===== src/rtl/multdiv_pkg.sv =====
// multdiv_pkg
//   Shared encodings for the multiply/divide sequencer.
//   Op encodings, FSM state encoding and the default iteration count.
package multdiv_pkg;

  localparam logic OP_MULT = 1'b0;
  localparam logic OP_DIV  = 1'b1;

  localparam int ITER_CYCLES_DEF = 32;

  typedef enum logic [1:0] {
    IDLE    = 2'd0,
    LOAD    = 2'd1,
    RUN     = 2'd2,
    CAPTURE = 2'd3
  } state_t;

endpackage


===== src/rtl/multdiv_step_counter.sv =====
// multdiv_step_counter
//   Loadable down-counter that paces the RUN phase of the sequencer.
//   It stops at zero rather than wrapping.
// Ports:
//   Clk       in   clock, rising edge
//   Reset_n   in   asynchronous active-low reset (count cleared to 0)
//   load      in   load load_val (has priority over dec)
//   load_val  in   CNT_W value to load
//   dec       in   decrement enable
//   eq1       out  count == 1, meaning this is the last step cycle
module multdiv_step_counter
  import multdiv_pkg::*;
#(
  parameter int CNT_W = 6
) (
  input  logic             Clk,
  input  logic             Reset_n,
  input  logic             load,
  input  logic [CNT_W-1:0] load_val,
  input  logic             dec,
  output logic             eq1
);

  logic [CNT_W-1:0] count;

  // Load wins over decrement; the count stops at zero so it cannot wrap.
  always_ff @(posedge Clk or negedge Reset_n) begin
    if (!Reset_n) begin
      count <= '0;
    end else if (load) begin
      count <= load_val;
    end else if (dec && (count != '0)) begin
      count <= count - CNT_W'(1);
    end
  end

  assign eq1 = (count == CNT_W'(1));

endmodule


===== src/rtl/multdiv_seq_ctrl.sv =====
// multdiv_seq_ctrl
//   Sequencer for the iterative Booth multiply / restoring divide unit.
//   It latches the operands, clears the unit and then steps it for
//   ITER_CYCLES cycles. At the end it captures the unit's Hi/Lo result
//   into the architectural registers. It stalls the CPU through Busy,
//   flags divide-by-zero and applies MTHI/MTLO writes.
//   Optional feature macro: MULTDIV_EARLY_OUT_EN. When it is defined,
//   a MULT with a zero operand writes Hi = Lo = 0 without running the unit.
// Ports:
//   Clk, Reset_n         clock (rising edge), asynchronous active-low reset
//   Start, Op            begin operation (sampled in IDLE); 0 = MULT, 1 = DIV
//   RegA, RegB           multiplicand/dividend, multiplier/divisor
//   Abort                flush: cancels any in-flight operation
//   Hi_wr, Lo_wr         MTHI / MTLO write enables
//   Wr_data              MTHI / MTLO data
//   Busy                 high whenever the FSM is not idle
//   Done                 one-cycle pulse; Hi/Lo are already updated in that cycle
//   Div0                 one-cycle pulse for DIV with RegB == 0
//   Hi, Lo               architectural Hi/Lo registers
//   Unit_Clr             unit clear, high during LOAD
//   Unit_Step            unit iteration enable, high during RUN
//   Unit_Op              latched operation type
//   Unit_A, Unit_B       latched operands
//   Unit_Hi, Unit_Lo     unit result
module multdiv_seq_ctrl
  import multdiv_pkg::*;
#(
  parameter int DATA_W      = 32,
  parameter int ITER_CYCLES = ITER_CYCLES_DEF,
  parameter int CNT_W       = 6
) (
  input  logic              Clk,
  input  logic              Reset_n,
  input  logic              Start,
  input  logic              Op,
  input  logic [DATA_W-1:0] RegA,
  input  logic [DATA_W-1:0] RegB,
  input  logic              Abort,
  input  logic              Hi_wr,
  input  logic              Lo_wr,
  input  logic [DATA_W-1:0] Wr_data,
  output logic              Busy,
  output logic              Done,
  output logic              Div0,
  output logic [DATA_W-1:0] Hi,
  output logic [DATA_W-1:0] Lo,
  output logic              Unit_Clr,
  output logic              Unit_Op,
  output logic              Unit_Step,
  output logic [DATA_W-1:0] Unit_A,
  output logic [DATA_W-1:0] Unit_B,
  input  logic [DATA_W-1:0] Unit_Hi,
  input  logic [DATA_W-1:0] Unit_Lo
);

  state_t state;
  logic   cnt_eq1;
`ifdef MULTDIV_EARLY_OUT_EN
  logic   early_pend;
`endif

  // The counter is loaded in LOAD and counts down through RUN.
  // RUN ends on the cycle in which the counter reads 1.
  multdiv_step_counter #(.CNT_W(CNT_W)) u_step_counter (
    .Clk      (Clk),
    .Reset_n  (Reset_n),
    .load     (state == LOAD),
    .load_val (CNT_W'(ITER_CYCLES)),
    .dec      (state == RUN),
    .eq1      (cnt_eq1)
  );

  assign Busy      = (state != IDLE);
  assign Unit_Clr  = (state == LOAD);
  assign Unit_Step = (state == RUN);

  // Sequencer FSM together with the Hi/Lo registers and status pulses.
  // The MTHI/MTLO writes are applied first. A capture or early-out in the
  // same cycle overrides them.
  always_ff @(posedge Clk or negedge Reset_n) begin
    if (!Reset_n) begin
      state   <= IDLE;
      Hi      <= '0;
      Lo      <= '0;
      Unit_A  <= '0;
      Unit_B  <= '0;
      Unit_Op <= OP_MULT;
      Done    <= 1'b0;
      Div0    <= 1'b0;
`ifdef MULTDIV_EARLY_OUT_EN
      early_pend <= 1'b0;
`endif
    end else begin
      Done <= 1'b0;
      Div0 <= 1'b0;
      if (Hi_wr) Hi <= Wr_data;
      if (Lo_wr) Lo <= Wr_data;
`ifdef MULTDIV_EARLY_OUT_EN
      early_pend <= 1'b0;
      if (early_pend) Done <= 1'b1;
`endif
      if (Abort) begin
        state <= IDLE;
      end else begin
        case (state)
          IDLE: begin
            if (Start) begin
              if ((Op == OP_DIV) && (RegB == '0)) begin
                Div0 <= 1'b1;
                Done <= 1'b1;
`ifdef MULTDIV_EARLY_OUT_EN
              end else if ((Op == OP_MULT) && ((RegA == '0) || (RegB == '0))) begin
                Hi         <= '0;
                Lo         <= '0;
                early_pend <= 1'b1;
`endif
              end else begin
                state   <= LOAD;
                Unit_Op <= Op;
                Unit_A  <= RegA;
                Unit_B  <= RegB;
              end
            end
          end
          LOAD: state <= RUN;
          RUN: begin
            if (cnt_eq1) state <= CAPTURE;
          end
          CAPTURE: begin
            Hi    <= Unit_Hi;
            Lo    <= Unit_Lo;
            Done  <= 1'b1;
            state <= IDLE;
          end
          default: state <= IDLE;
        endcase
      end
    end
  end

endmodule


===== config.mk =====
export PLATFORM = sky130hd
export DESIGN_NAME = multdiv_seq_ctrl
export DESIGN_NICKNAME = d
export VERILOG_FILES = /design/src/rtl/multdiv_pkg.sv /design/src/rtl/multdiv_step_counter.sv /design/src/rtl/multdiv_seq_ctrl.sv
export SDC_FILE = /design/constraint.sdc
export NUM_CORES = 1
export LEC_CHECK = 0
export ABC_AREA = 1
export CAP_MARGIN = 20
export CORE_ASPECT_RATIO = 1.1
export CORE_MARGIN = 3
export CORE_UTILIZATION = 42
export CTS_BUF_LIST = sky130_fd_sc_hd__clkbuf_4
export DETAILED_ROUTE_END_ITERATION = 8
export GPL_TIMING_DRIVEN = 0
export PLACE_DENSITY = 0.82
export SLEW_MARGIN = 20
export SYNTH_ARGS = -nofsm -noshare
export SYNTH_HDL_FRONTEND = slang
export SYNTH_SLANG_ARGS = --single-unit

===== constraint.sdc =====
create_clock -name Clk -period 1.9 [get_ports Clk]
set_input_delay 0.19 -clock Clk [delete_from_list [all_inputs] [get_ports Clk]]
set_output_delay 0.19 -clock Clk [all_outputs]
set_load 0.05 [all_outputs]

==> results.cfg, run 1 <==
[timing]
hold_viol = 0
min_period_over_period_pct = 93.23
skew_ns = 0.009531
period_minus_slack_ns = 1.771
timing.slew.headroom_pct = 61.00
setup_violations = 0
slew_violations = 0
tightest_slew_ns = 0.5873
fmax_ghz = 0.5645
layout_setup_ws_ns = 0.1287
tns_ns = 0
whs_ns = 0.1651
rsz0062_at_grt = no

[drt]
topRoutingLayerUsed = met4
wl_per_cell_um = 16.91
totalWireLength_um = 21180
antenna_left = 0
met2WireLength_um = 10440
dr_total_vias = 6337
wirelength_met1_um = 8653
first_iter_violations = 489
route.met3.wl_um = 1290
vias_per_cell = 5.057
drc = 0
firstDrtPassIters = 5

[clocking]
htreeDepth = 4
clock_sinks = 139
clk_latency_ns = 0.53
cts_tree = done
cts_buffers = 17
cts_buffer_depth = 2
clock-root-buffer = clkbuf_4
clk_pin_slew_ns = 0.12
cts_setup_buffers = 0

[floorplan]
coreArea_sq_um = 14130
die_area_sq_um = 16230
rows = 45
fp.dieH_um = 133.3
die_w_um = 121.7
start_util_pct = 43.80
boundaryPins = 301

[synthesis]
synth_enable_flop_cells = 0
async_reset_ff_share_pct = 100.0
yosysMostFrequentCell = nand2_1
synthesis.area_sq_um = 6190
synth.yosys.warnings = 0
synth.avg_cell_area_sq_um = 8.479
syn_inst = 730
synth_seq_cells = 139
synth_common_cells = nand2_1 (260), dfrtp_1 (139), nor2_1 (80)
synth_area_leaders = dfrtp_1 (56%), nand2_1 (16%), a31oi_1 (6.5%)
ys_seq_area_share_pct = 56.20
ys.flop_type = dfrtp_1
synth_top_area_cell = dfrtp_1
yosysUniqueCellTypes = 23
synth_nets = 904
synth_top_area_share_pct = 56.20

[power]
powerDensity_nw_per_um2 = 1452
ir_drop_mv = 1.116
p_leak_nw = 4.760
power_mw = 13.92

[global_route]
antenna_found_initial = 1
grt_pass1_vias = 6192
grt_usage_pct = 25.63
grt_max_degree = 84
grt_pass1_wl_um = 32550
grt_overflow_total = 0

[finish]
regArea_sq_um = 3478
final_area_sq_um = 9589
areaGrowthSynthToFinish_pct = 54.92
fillers = 1209
fin_nets = 1225
fin_util_pct = 67.85
final_cell_count_no_fill = 1253
multi_input_area_sq_um = 2350
layout-drive-gt1-share_pct = 7.613

[placed_design]
gp_congestion = 0.8999
place_ws_ns = -0.01697
dpl.cell_count = 1217
dpl_cell_area_sq_um = 9440
dp_hpwl_um = 16210
port-buffer-count = 298

[flow_run]
cap_viol_max_count = 0

[worst_setup_path]
crit_path_max_fanout = 5
cp-end-kind = output port
path_delay_family = flip-flops
critPathKind = reg2out
critPathBufInv = 2
required_ns = 1.71
reg2reg_slack_ns = 0.14
crit_chain = inv_1 > ha_1 > clkbuf_4
slowest_delay_ns = 0.44
crit_path_start_kind = flip-flop
cp.arrival_ns = 1.58
critPathSlowestCell = dfrtp_1

[outcome]
status = finished clean

[worst_hold_path]
hp-class = in2async
worst paths after layout:
check	end	startpoint	cells past startpoint
setup / recovery	Unit_Step	state[0]	3
setup reg to reg	Unit_A[25]	state[0]	10
min in group Clk	Unit_A[29]	RegA[29]	3
max in group asynchronous	Hi[2]	Reset_n	3
hold / removal	Unit_A[15]	Reset_n	2
hold reg to reg	Unit_B[26]	Unit_B[26]	2
layout by cell type (no fill, tap or decap), types with 2 or more instances in the layout:
cell / n
dlygate4sd2_1: 131
nand3_2: 11
buf_6: 4
nand2_1: 260
nor2_1: 80
o21ai_1: 15
buf_2: 9
inv_1: 21
nor4_1: 2
nand3_1: 51
bufinv_16: 3
clkbuf_1: 22
buf_4: 9
clkdlybuf4s50_1: 163
clkinv_2: 5
nor2_2: 2
nand4_1: 5
a31oi_1: 64
a21oi_1: 5
inv_2: 11
clkbuf_4: 19
dlygate4sd3_1: 3
dfrtp_1: 139
ha_1: 7
clkinv_1: 4
clkbuf_2: 2
o21ai_0: 5
nor3_1: 4
flip-flops by register name, indices dropped and copies added, names as in the netlist, 2 cells and up:
register              flops
Hi                       32
Lo                       32
Unit_A                   32
Unit_B                   32
u_step_counter.count      6
state                     2
worst reg2reg max path: cells and delay by family (launching register included):
family	cells	cell delay, ns
flip-flops	1	0.44
buffers and inverters	5	0.69
adder cells (fa/ha/maj)	1	0.15
AND/OR/NAND/NOR	4	0.43
logic make-up (layout without fill, tap and decap cells):
group / count (synthesis) / in the layout / share of synthesized area (%)
flip-flops: 139 / 139 / 56.20
other: 0 / 1 / 0
adder cells (fa/ha/maj): 7 / 7 / 1.415
AND/OR/NAND/NOR: 416 / 416 / 27.94
buffers and inverters: 78 / 412 / 5.842
AO/OA/AOI/OAI: 90 / 90 / 8.611
power by group:
group          internal [mW]  switching, mW  total, mW
combinational           1.93           5.45       7.38
clock                  0.889           1.08       1.97
sequential              4.00          0.569       4.57
total                   6.82           7.10       13.9
final cells by class:
type	instances	area share [%]
Clock buffer	17	1.331
Sequential cell	139	36.27
Tap cell	188	2.453
Inverter	32	1.253
Timing Repair Buffer	302	29.95
Multi-Input combinational cell	513	24.50
Buffer	46	2.597
Clock inverter	15	1.618
Antenna cell	1	0.02610
what timing repair did:
action,in CTS,in global routing
gates resized for setup,146,8
setup endpoints to repair,134,33
hold buffers,3,0
hold endpoints to repair,82,0
per-layer routing:
layer  vias to the layer above  global-route usage [%]
met5                         -                       0
met4                         0                   11.46
met3                        54                   5.690
met2                       243                   42.44
met1                      3006                   32.02
li1                       3034                       -
Note: power is estimated with default switching activity, not from simulation.
==> inputs of run 2 (changes only) <==
--- a/config.mk
+++ b/config.mk
@@ -13,7 +13,7 @@
 export CTS_BUF_LIST = sky130_fd_sc_hd__clkbuf_4
 export DETAILED_ROUTE_END_ITERATION = 8
 export GPL_TIMING_DRIVEN = 0
-export PLACE_DENSITY = 0.82
+export PLACE_DENSITY = 0.88
 export SLEW_MARGIN = 20
 export SYNTH_ARGS = -nofsm -noshare
 export SYNTH_HDL_FRONTEND = slang
==> run 2 against run 1 <==
Sequential power about the same; routed wire length increased by 2.0%; maximum frequency decreased by 0.55%; critical path depth unchanged; critical path type unchanged; largest cell class unchanged.
==> results.cfg, run 2 (same netlist as run 1, synthesis figures left out) <==
[worst_setup_path]
cp-end-kind = output port
critPathSlowestCell = dfrtp_1
cp.arrival_ns = 1.59
path_delay_family = flip-flops
critPathBufInv = 2
crit_path_max_fanout = 4
crit_path_start_kind = flip-flop
critPathKind = reg2out
required_ns = 1.71
slowest_delay_ns = 0.43
crit_chain = inv_1 > ha_1 > buf_2

[finish]
mostFrequentLayoutCell = nand2_1
fin_util_pct = 68.03
layout_common_cells = nand2_1 (260), clkdlybuf4s50_1 (163), dfrtp_1 (139), dlygate4sd2_1 (131), nor2_1 (80)
areaGrowthSynthToFinish_pct = 55.33
fin_nets = 1226
layout-drive-gt1-share_pct = 7.989

[clocking]
clk_pin_slew_ns = 0.12
cts_buffers = 17
cts_buffer_depth = 2
clock-root-buffer = clkbuf_4
clk_latency_ns = 0.55
htreeDepth = 4
clock_sinks = 139
cts_tree = done

[global_route]
grt_max_degree = 73
grt_overflow_total = 0
antenna_found_initial = 1
grt_pass1_vias = 6441
grt_usage_pct = 26.42
grt_pass1_wl_um = 33450

[floorplan]
rows = 45
die_area_sq_um = 16230
start_util_pct = 43.80
die_w_um = 121.7
coreArea_sq_um = 14130
fp.dieH_um = 133.3
boundaryPins = 301

[placed_design]
gp_congestion = 0.9099
dp_hpwl_um = 16580
port-buffer-count = 298

[drt]
antenna_left = 0
drc = 0
firstDrtPassIters = 5
totalWireLength_um = 21600
wl_per_cell_um = 17.24
dr_total_vias = 6447
first_iter_violations = 469
vias_per_cell = 5.145

[worst_hold_path]
hp-class = in2async

[timing]
period_minus_slack_ns = 1.781
whs_ns = 0.1815
tightest_slew_ns = 0.5861
tns_ns = 0
fmax_ghz = 0.5614
slew_violations = 0
rsz0062_at_grt = no
hold_viol = 0
min_period_over_period_pct = 93.75
setup_violations = 0
timing.slew.headroom_pct = 61.08
skew_ns = 0.01608

[flow_run]
cap_viol_max_count = 0

[power]
power_mw = 13.98
powerDensity_nw_per_um2 = 1454
ir_drop_mv = 1.085
p_leak_nw = 4.769

[outcome]
status = finished clean
run 2: path summary, 6_finish.rpt:
check,start,slack [ns],cells after the start,to
worst max-delay path,state[1],0.12,3,Unit_Clr
worst max register to register,state[0],0.14,5,Hi[28]
max in group asynchronous,Reset_n,0.97,3,Lo[4]
min in group Clk,RegA[28],0.20,3,Unit_A[28]
worst min-delay path,Reset_n,0.18,2,Unit_A[23]
worst min register to register,Unit_B[31],0.47,2,Unit_B[31]
run 2: cell type report:
| class | count | area [sq um] |
|---|---|---|
| sequential | 139 | 3478 |
| clock buffer | 19 | 142.6 |
| tap | 188 | 235.2 |
| fill | 1174 | 4518 |
| multi-input combinational | 513 | 2350 |
| inverter | 32 | 120.1 |
| antenna | 1 | 2.502 |
| clock inverter | 12 | 148.9 |
| timing repair buffer | 303 | 2883 |
| buffer | 46 | 254.0 |
run 2: metrics by stage:
step	setup slack (ns)	instance area, sq um	std cells
detailed placement	-0.05304	9440	1217
CTS	0.01709	9585	1251
global route	0.0008787	9614	1253
floorplan	0.1163	6190	730
finish	0.1188	9614	1253
global placement	-5.013	9408	1216
run 2: timing repair:
item | CTS | global route
buffers inserted | 0 | 1
cloned | 0 | 0
hold endpoints to repair | 71 | 0
endpoints found under the setup margin | 134 | 48
hold buffers | 3 | 0
gates resized for setup | 147 | 12
run 2: power breakdown:
group | internal (mW) | switching, mW
sequential | 4.00 | 0.571
clock | 0.928 | 1.09
combinational | 1.94 | 5.44
total | 6.87 | 7.11
run 2: routing by layer:
metal | global-route usage, % | wire [um] | up-vias
met2 | 42.60 | 10610 | 306
met5 | 0 | 0 | -
li1 | - | - | 3032
met1 | 32.69 | 8362 | 3040
met3 | 6.497 | 1508 | 69
met4 | 13.95 | 1116 | 0
run 2: worst register-to-register path: stages (launching register included):
cell and delay (ns):
dfrtp_1 0.45, ha_1 0.22, nand2_1 0.11, buf_2 0.25
buf_1 0.43, a31oi_1 0.15
